===== config.mk =====
export PLATFORM = sky130hd
export DESIGN_NAME = ticket_arbiter_flat
export DESIGN_NICKNAME = d
export VERILOG_FILES = /design/src/rtl/ticket_arbiter_pkg.sv /design/src/rtl/ticket_arbiter_if.sv /design/src/rtl/ticket_arbiter_rr.sv /design/src/rtl/ticket_arbiter.sv /design/src/flat_wrapper.sv
export SDC_FILE = /design/constraint.sdc
export NUM_CORES = 1
export LEC_CHECK = 0
export CAP_MARGIN = 10
export CORE_UTILIZATION = 43
export CTS_BUF_LIST = sky130_fd_sc_hd__clkbuf_2 sky130_fd_sc_hd__clkbuf_4 sky130_fd_sc_hd__clkbuf_8
export DETAILED_ROUTE_END_ITERATION = 7
export MAX_ROUTING_LAYER = met4
export PLACE_DENSITY = 0.89
export RECOVER_POWER = 100
export SKIP_LAST_GASP = 1
export SYNTH_ARGS = -nofsm -noshare
export SYNTH_HDL_FRONTEND = slang
export SYNTH_HIERARCHICAL = 1
export SYNTH_SLANG_ARGS = --single-unit

===== constraint.sdc =====
create_clock -name clk -period 2.5 [get_ports clk]
set_input_delay 0.5 -clock clk [delete_from_list [all_inputs] [get_ports clk]]
set_output_delay 0.5 -clock clk [all_outputs]
set_load 0.03 [all_outputs]

===== src/rtl/ticket_arbiter_pkg.sv =====
// -----------------------------------------------------------------------------
// ticket_arbiter_pkg
//   Shared definitions for the ticket arbiter slice.
//   - Default parameter values (requester count, sequence width, ticket width).
//   - ticket_t: packed {epoch, seq} ticket as seen by downstream consumers.
//   - ticket_older(): age comparison that stays correct across seq roll-over.
//   No ports (package).
// -----------------------------------------------------------------------------
package ticket_arbiter_pkg;

  localparam int NREQ_DEF = 4;
  localparam int W_DEF    = 8;
  localparam int TICKET_W = W_DEF + 1;

  typedef struct packed {
    logic             epoch;
    logic [W_DEF-1:0] seq;
  } ticket_t;

  // A is older than B. Within one epoch the smaller seq was issued first.
  // Across an epoch boundary the newer ticket has restarted from zero, so the
  // larger seq is the older one. Only valid while the in-flight tickets span
  // fewer than 2^W issues.
  function automatic logic ticket_older(input ticket_t a, input ticket_t b);
    if (a.epoch == b.epoch) begin
      return a.seq < b.seq;
    end
    return a.seq > b.seq;
  endfunction

endpackage


===== src/rtl/ticket_arbiter_if.sv =====
// -----------------------------------------------------------------------------
// ticket_arbiter_if
//   Bundles the request/grant/ticket signals of the ticket arbiter.
//   Signals:
//     clr    requester -> arbiter  synchronous clear of count/epoch/pointer
//     hold   requester -> arbiter  blocks all grants while high
//     req    requester -> arbiter  per-requester level request (NREQ bits)
//     gnt    arbiter -> requester  one-hot grant, same cycle as req
//     ticket arbiter -> requester  {epoch, seq} for the grant holder
//     count  arbiter -> requester  next seq value to be issued
//     epoch  arbiter -> requester  current epoch bit
//     wrap   arbiter -> requester  one-cycle pulse after seq rolls over
//   Modports: master (requester side), slave (arbiter side).
// -----------------------------------------------------------------------------
interface ticket_arbiter_if
  import ticket_arbiter_pkg::*;
#(
  parameter int NREQ = NREQ_DEF,
  parameter int W    = W_DEF
);

  logic            clr;
  logic            hold;
  logic [NREQ-1:0] req;
  logic [NREQ-1:0] gnt;
  logic [W:0]      ticket;
  logic [W-1:0]    count;
  logic            epoch;
  logic            wrap;

  modport master (
    output clr,
    output hold,
    output req,
    input  gnt,
    input  ticket,
    input  count,
    input  epoch,
    input  wrap
  );

  modport slave (
    input  clr,
    input  hold,
    input  req,
    output gnt,
    output ticket,
    output count,
    output epoch,
    output wrap
  );

endinterface


===== src/rtl/ticket_arbiter_rr.sv =====
// -----------------------------------------------------------------------------
// rr_arbiter
//   Purely combinational round-robin pick.
//   Ports:
//     req_i  [NREQ-1:0]  request vector
//     ptr_i  [PW-1:0]    highest-priority index for this cycle
//     gnt_o  [NREQ-1:0]  one-hot grant (zero when no request)
//     idx_o  [PW-1:0]    index of the granted requester (0 when none)
//   The request vector is duplicated into a 2*NREQ-bit word and every bit
//   below ptr_i is masked off; the lowest surviving bit is the winner. Bits in
//   the upper copy stand for requesters that wrapped around past ptr_i.
// -----------------------------------------------------------------------------
module rr_arbiter #(
  parameter int NREQ = 4,
  parameter int PW   = (NREQ > 1) ? $clog2(NREQ) : 1
) (
  input  logic [NREQ-1:0] req_i,
  input  logic [PW-1:0]   ptr_i,
  output logic [NREQ-1:0] gnt_o,
  output logic [PW-1:0]   idx_o
);

  logic [2*NREQ-1:0] req_dbl;
  logic [2*NREQ-1:0] keep_mask;
  logic [2*NREQ-1:0] masked;

  assign req_dbl = {req_i, req_i};

  generate
    for (genvar gi = 0; gi < 2 * NREQ; gi++) begin : g_mask
      assign keep_mask[gi] = (gi >= int'(ptr_i));
    end
  endgenerate

  assign masked = req_dbl & keep_mask;

  // Lowest set bit of the masked double-width word.
  always_comb begin
    logic found;
    int   sel;
    found = 1'b0;
    sel   = 0;
    for (int j = 0; j < 2 * NREQ; j++) begin
      if (!found && masked[j]) begin
        found = 1'b1;
        sel   = j;
      end
    end
    idx_o = PW'(sel % NREQ);
    gnt_o = found ? (NREQ'(1) << (sel % NREQ)) : '0;
  end

endmodule


===== src/rtl/ticket_arbiter.sv =====
// -----------------------------------------------------------------------------
// ticket_arbiter
//   Shares one W-bit sequence counter among NREQ requesters in round-robin
//   order. Each grant hands the winner {epoch, count} as its ticket and
//   advances the count; the epoch bit flips on every roll-over so consumers
//   can keep FIFO ordering across the wrap.
//   Ports:
//     clk    clock, all state on posedge
//     rst_n  asynchronous active-low reset
//     bus    ticket_arbiter_if.slave (clr, hold, req in; gnt, ticket, count,
//            epoch, wrap out)
// -----------------------------------------------------------------------------
module ticket_arbiter
  import ticket_arbiter_pkg::*;
#(
  parameter int NREQ = NREQ_DEF,
  parameter int W    = W_DEF
) (
  input  logic                clk,
  input  logic                rst_n,
  ticket_arbiter_if.slave     bus
);

  localparam int PW = (NREQ > 1) ? $clog2(NREQ) : 1;

  logic [W-1:0]    count_q, count_d;
  logic            epoch_q, epoch_d;
  logic [PW-1:0]   ptr_q,   ptr_d;
  logic            wrap_q,  wrap_d;

  logic [NREQ-1:0] arb_gnt;
  logic [PW-1:0]   arb_idx;
  logic            grant_en;
  logic [NREQ-1:0] gnt;
  logic            granted;

  rr_arbiter #(
    .NREQ (NREQ),
    .PW   (PW)
  ) u_rr (
    .req_i (bus.req),
    .ptr_i (ptr_q),
    .gnt_o (arb_gnt),
    .idx_o (arb_idx)
  );

  // rst_n is included so that no ticket is shown while reset is asserted,
  // even between clock edges. clr beats everything, hold blocks issue.
  assign grant_en = rst_n & ~bus.clr & ~bus.hold;
  assign gnt      = grant_en ? arb_gnt : '0;
  assign granted  = |gnt;

  always_comb begin
    count_d = count_q;
    epoch_d = epoch_q;
    ptr_d   = ptr_q;
    wrap_d  = 1'b0;
    if (bus.clr) begin
      count_d = '0;
      epoch_d = 1'b0;
      ptr_d   = '0;
    end else if (granted) begin
      count_d = count_q + W'(1);
      // Winner drops to lowest priority for the next pick.
      ptr_d   = (arb_idx == PW'(NREQ - 1)) ? '0 : arb_idx + PW'(1);
      if (count_q == {W{1'b1}}) begin
        epoch_d = ~epoch_q;
        wrap_d  = 1'b1;
      end
    end
  end

  always_ff @(posedge clk or negedge rst_n) begin
    if (!rst_n) begin
      count_q <= '0;
      epoch_q <= 1'b0;
      ptr_q   <= '0;
      wrap_q  <= 1'b0;
    end else begin
      count_q <= count_d;
      epoch_q <= epoch_d;
      ptr_q   <= ptr_d;
      wrap_q  <= wrap_d;
    end
  end

  assign bus.gnt    = gnt;
  assign bus.ticket = granted ? {epoch_q, count_q} : '0;
  assign bus.count  = count_q;
  assign bus.epoch  = epoch_q;
  assign bus.wrap   = wrap_q;

endmodule


===== src/flat_wrapper.sv =====
// flat-port wrapper written by rule: the top's interface ports become plain ports
module ticket_arbiter_flat import ticket_arbiter_pkg::*;
#(
  parameter int NREQ = NREQ_DEF,
  parameter int W    = W_DEF
)
  (clk, rst_n, bus_clr, bus_hold, bus_req, bus_gnt, bus_ticket, bus_count, bus_epoch, bus_wrap);
  ticket_arbiter_if #(.NREQ(NREQ), .W(W)) bus_i ();
  input  logic clk;
  input  logic rst_n;
  input wire logic [$bits(bus_i.clr)-1:0] bus_clr;
  input wire logic [$bits(bus_i.hold)-1:0] bus_hold;
  input wire logic [$bits(bus_i.req)-1:0] bus_req;
  output wire logic [$bits(bus_i.gnt)-1:0] bus_gnt;
  output wire logic [$bits(bus_i.ticket)-1:0] bus_ticket;
  output wire logic [$bits(bus_i.count)-1:0] bus_count;
  output wire logic [$bits(bus_i.epoch)-1:0] bus_epoch;
  output wire logic [$bits(bus_i.wrap)-1:0] bus_wrap;
  assign bus_i.clr = bus_clr;
  assign bus_i.hold = bus_hold;
  assign bus_i.req = bus_req;
  assign bus_gnt = bus_i.gnt;
  assign bus_ticket = bus_i.ticket;
  assign bus_count = bus_i.count;
  assign bus_epoch = bus_i.epoch;
  assign bus_wrap = bus_i.wrap;
  ticket_arbiter #(.NREQ(NREQ), .W(W)) u_core (.clk(clk), .rst_n(rst_n), .bus(bus_i));
endmodule

==> results.py, run 1 <==
metrics = {
    "routing": {
        "vias_per_cell": 5.64,
        "ant_nets": 0,
        "remaining_drc_errors": 0,
        "drt-pass1-iter-count": 4,
        "wire_per_inst_um": 15.3,
        "drtIter0Drc": 40,
        "routed_wl_um": 2780,
        "routed-via-count": 1020,
    },
    "timing": {
        "setup_viol": 9,
        "skew_ps": 6.02,
        "rsz0062_at_grt": "true",
        "fin_crit_sh": 1.03,
        "slew_headroom": 0.713,
        "fin_ws_ps": -70.4,
        "setup_tns_ps": -528,
        "hold_viol_final": 0,
        "fin_hold_ws_ps": 624,
        "finalWorstPathRequiredPeriod_ps": 2570,
        "slew_violations": 0,
        "tightest_slew_ps": 428,
        "max_freq_ghz": 0.389,
    },
    "power_and_ir_drop": {
        "total_power_mw": 0.500,
        "seqPwrFrac": 0.408,
        "p_sw_frac": 0.296,
        "clkPwrFrac": 0.312,
        "p_comb_frac": 0.280,
        "irDropWorstVdd_mv": 0.345,
        "power_density_nw_per_um2": 343,
        "leakage_nw": 0.679,
        "p_sw_mw": 0.148,
        "p_int_mw": 0.352,
    },
    "final_layout": {
        "design_area_um2": 1460,
        "drive_gt1_frac": 0.422,
        "utilization": 0.721,
        "final_nets": 164,
        "area_delta_synth_final_pct": 53.1,
        "finalNonFillerCells": 181,
        "diodes": 0,
    },
    "synthesis": {
        "dominantRegCellSynth": "dfrtp_1",
        "syn_avg_cell_area_um2": 8.82,
        "yosysWarnings": 6,
        "yosysSeqAreaShare": 0.315,
        "netlist_area_um2": 952,
        "synth-edff-count": 0,
        "async_reset_ff_frac": 1.00,
        "yosys_register_bits": 12,
        "ys_types": 35,
        "syn_nets": 117,
        "syn_inst": 108,
    },
    "worst_setup_path": {
        "crit_arrival_ps": 2070,
        "path_max_fanout": 5,
        "crit_type": "input pin to output pin",
        "cp.required_ps": 2000,
        "crit_path_start_kind": "input pin",
        "end_kind": "output pin",
    },
    "grt": {
        "grt_overflow": 0,
        "antenna_found_initial": 0,
        "grt_start_max_net_pins": 14,
        "track_usage": 0.251,
        "grt_pass1_vias": 1017,
        "grt_pass1_wl_um": 4560,
    },
    "cts": {
        "cts_made_buffers": 3,
        "cts-hold-fix-buffers": 0,
        "clock_latency_ps": 280,
        "cts_tree": "built",
        "clk_path_buf_depth": 2,
        "htreeDepth": 1,
        "clkTransAtPathRegs_ps": 80,
        "clock-root-buffer": "clkbuf_4",
        "clkSinkCount": 12,
    },
    "die": {
        "die_y_um": 49.1,
        "core_area_um2": 2020,
        "io_pins": 31,
        "dieWidth_um": 49.1,
        "rows": 16,
        "initial_core_util": 0.471,
        "die-area_um2": 2410,
    },
    "run_status": {
        "status": "complete, but fails checks",
        "violations": "setup timing",
    },
    "placed_design": {
        "place_ws_ps": -412,
        "hpwl_um": 1830,
        "gp_congestion": 0.909,
        "placed_area_um2": 1320,
        "dpl.cell_count": 171,
        "portBuffers": 30,
    },
    "job": {
        "drv_cap": 0,
    },
    "min_path": {
        "min_path_type": "flip-flop to flip-flop",
    },
}
## sequential cells by signal, summed over array words and instances, names as in the netlist
register	cells
u_core/bus.count	8
u_core/bus.epoch	1
u_core/bus.wrap	1
u_core/ptr_q	2
## power groups by stage
stage,registers [mW],clock network [mW],logic [mW]
floorplan,0.208,0,0.0716
global placement,0.209,0,0.113
detailed placement,0.209,0,0.117
CTS,0.204,0.156,0.130
global route,0.205,0.170,0.150
finish,0.204,0.156,0.140
## cell usage in the layout (no fill, tap or decap), drive strengths merged, types with 2 or more instances in the layout
cell and n:
mux2i 3, o311ai 3, nor2 10, nor2b 5, clkdlybuf4s50 4, inv 5
o221a 2, nand4 2, a21oi 6, clkbuf 6, mux2 5, dlygate4sd3 9
and2 14, nand3 4, or4 2, dfrtp 12, o21ai 4, nor4 5
buf 33, nand2 5
## cells in the mapped netlist (2+ instances only)
cell	number	area (um^2)
a21oi_1	6	30.0
and2_1	14	87.6
buf_2	2	10.0
buf_6	2	22.5
clkbuf_2	3	15.0
dfrtp_1	12	300
inv_1	5	18.8
mux2_2	5	56.3
mux2i_1	3	30.0
nand2_1	5	18.8
nand3_1	4	20.0
nand4_1	2	12.5
nor2_1	9	33.8
nor2b_1	5	31.3
nor4_2	4	50.1
o21ai_0	4	20.0
o221a_2	2	22.5
o311ai_0	3	26.3
or4_1	2	15.0
## routing by layer
layer	global-route usage	vias up	share of wire
li1	-	482	-
met4	0.0784	0	0.023
met3	0.0530	10	0.050
met5	-	-	0
met1	0.285	482	0.40
met2	0.440	46	0.53
## path summary, 6_finish.rpt
check / end / depth (start not counted) / slack (ps) / from
min reg2reg: u_core/bus.wrap$_DFF_PN0_ / 2 / 620 / u_core/bus.count[7]$_DFFE_PN0P_
min in group asynchronous: u_core/bus.count[6]$_DFFE_PN0P_ / 2 / 670 / rst_n
max in group asynchronous: u_core/ptr_q[1]$_DFFE_PN0P_ / 2 / 1650 / rst_n
max reg2reg: u_core/bus.count[1]$_DFFE_PN0P_ / 9 / 330 / u_core/ptr_q[1]$_DFFE_PN0P_
max: bus_ticket[5] / 5 / -70 / rst_n
min: u_core/bus.wrap$_DFF_PN0_ / 2 / 620 / u_core/bus.count[7]$_DFFE_PN0P_
## cell families (layout without fill, tap and decap cells)
kind of cell / count (synthesis) / count (layout) / synth area share
AOI/OAI and AO/OA: 22 / 22 / 0.167
xor gates and xnor gates: 1 / 1 / 0.00920
adders and majority gates: 1 / 1 / 0.0131
buffers and inverters: 13 / 58 / 0.0736
DFF: 12 / 12 / 0.315
muxes: 8 / 8 / 0.0907
and+or+nand+nor: 51 / 52 / 0.331
## worst max-delay path, cell delays in order
cell	delay, ps
dlygate4sd3_1	580
or3b_1	480
nor2_4	220
and2_4	170
buf_6	120
## area by class of cell
class                           count  area [um^2]
Clock buffer                        4         36.3
Fill cell                         146          564
Inverter                            5         21.3
Multi-Input combinational cell     84          628
Sequential cell                    12          303
Tap cell                           27         33.8
Timing Repair Buffer               49          435
## what timing repair did
action	in CTS	in global routing
setup buffers	5	1
gates cloned	1	0
pin swaps	10	4
resized for setup	27	15
endpoints found under the setup margin	9	13
Power figures use the tool's default switching activity.
==> run 2: changes to the inputs <==
- SLEW_MARGIN: unset -> 40
==> results of run 2 <==
The final DEF is identical to that of run 1; final timing and power are the same.
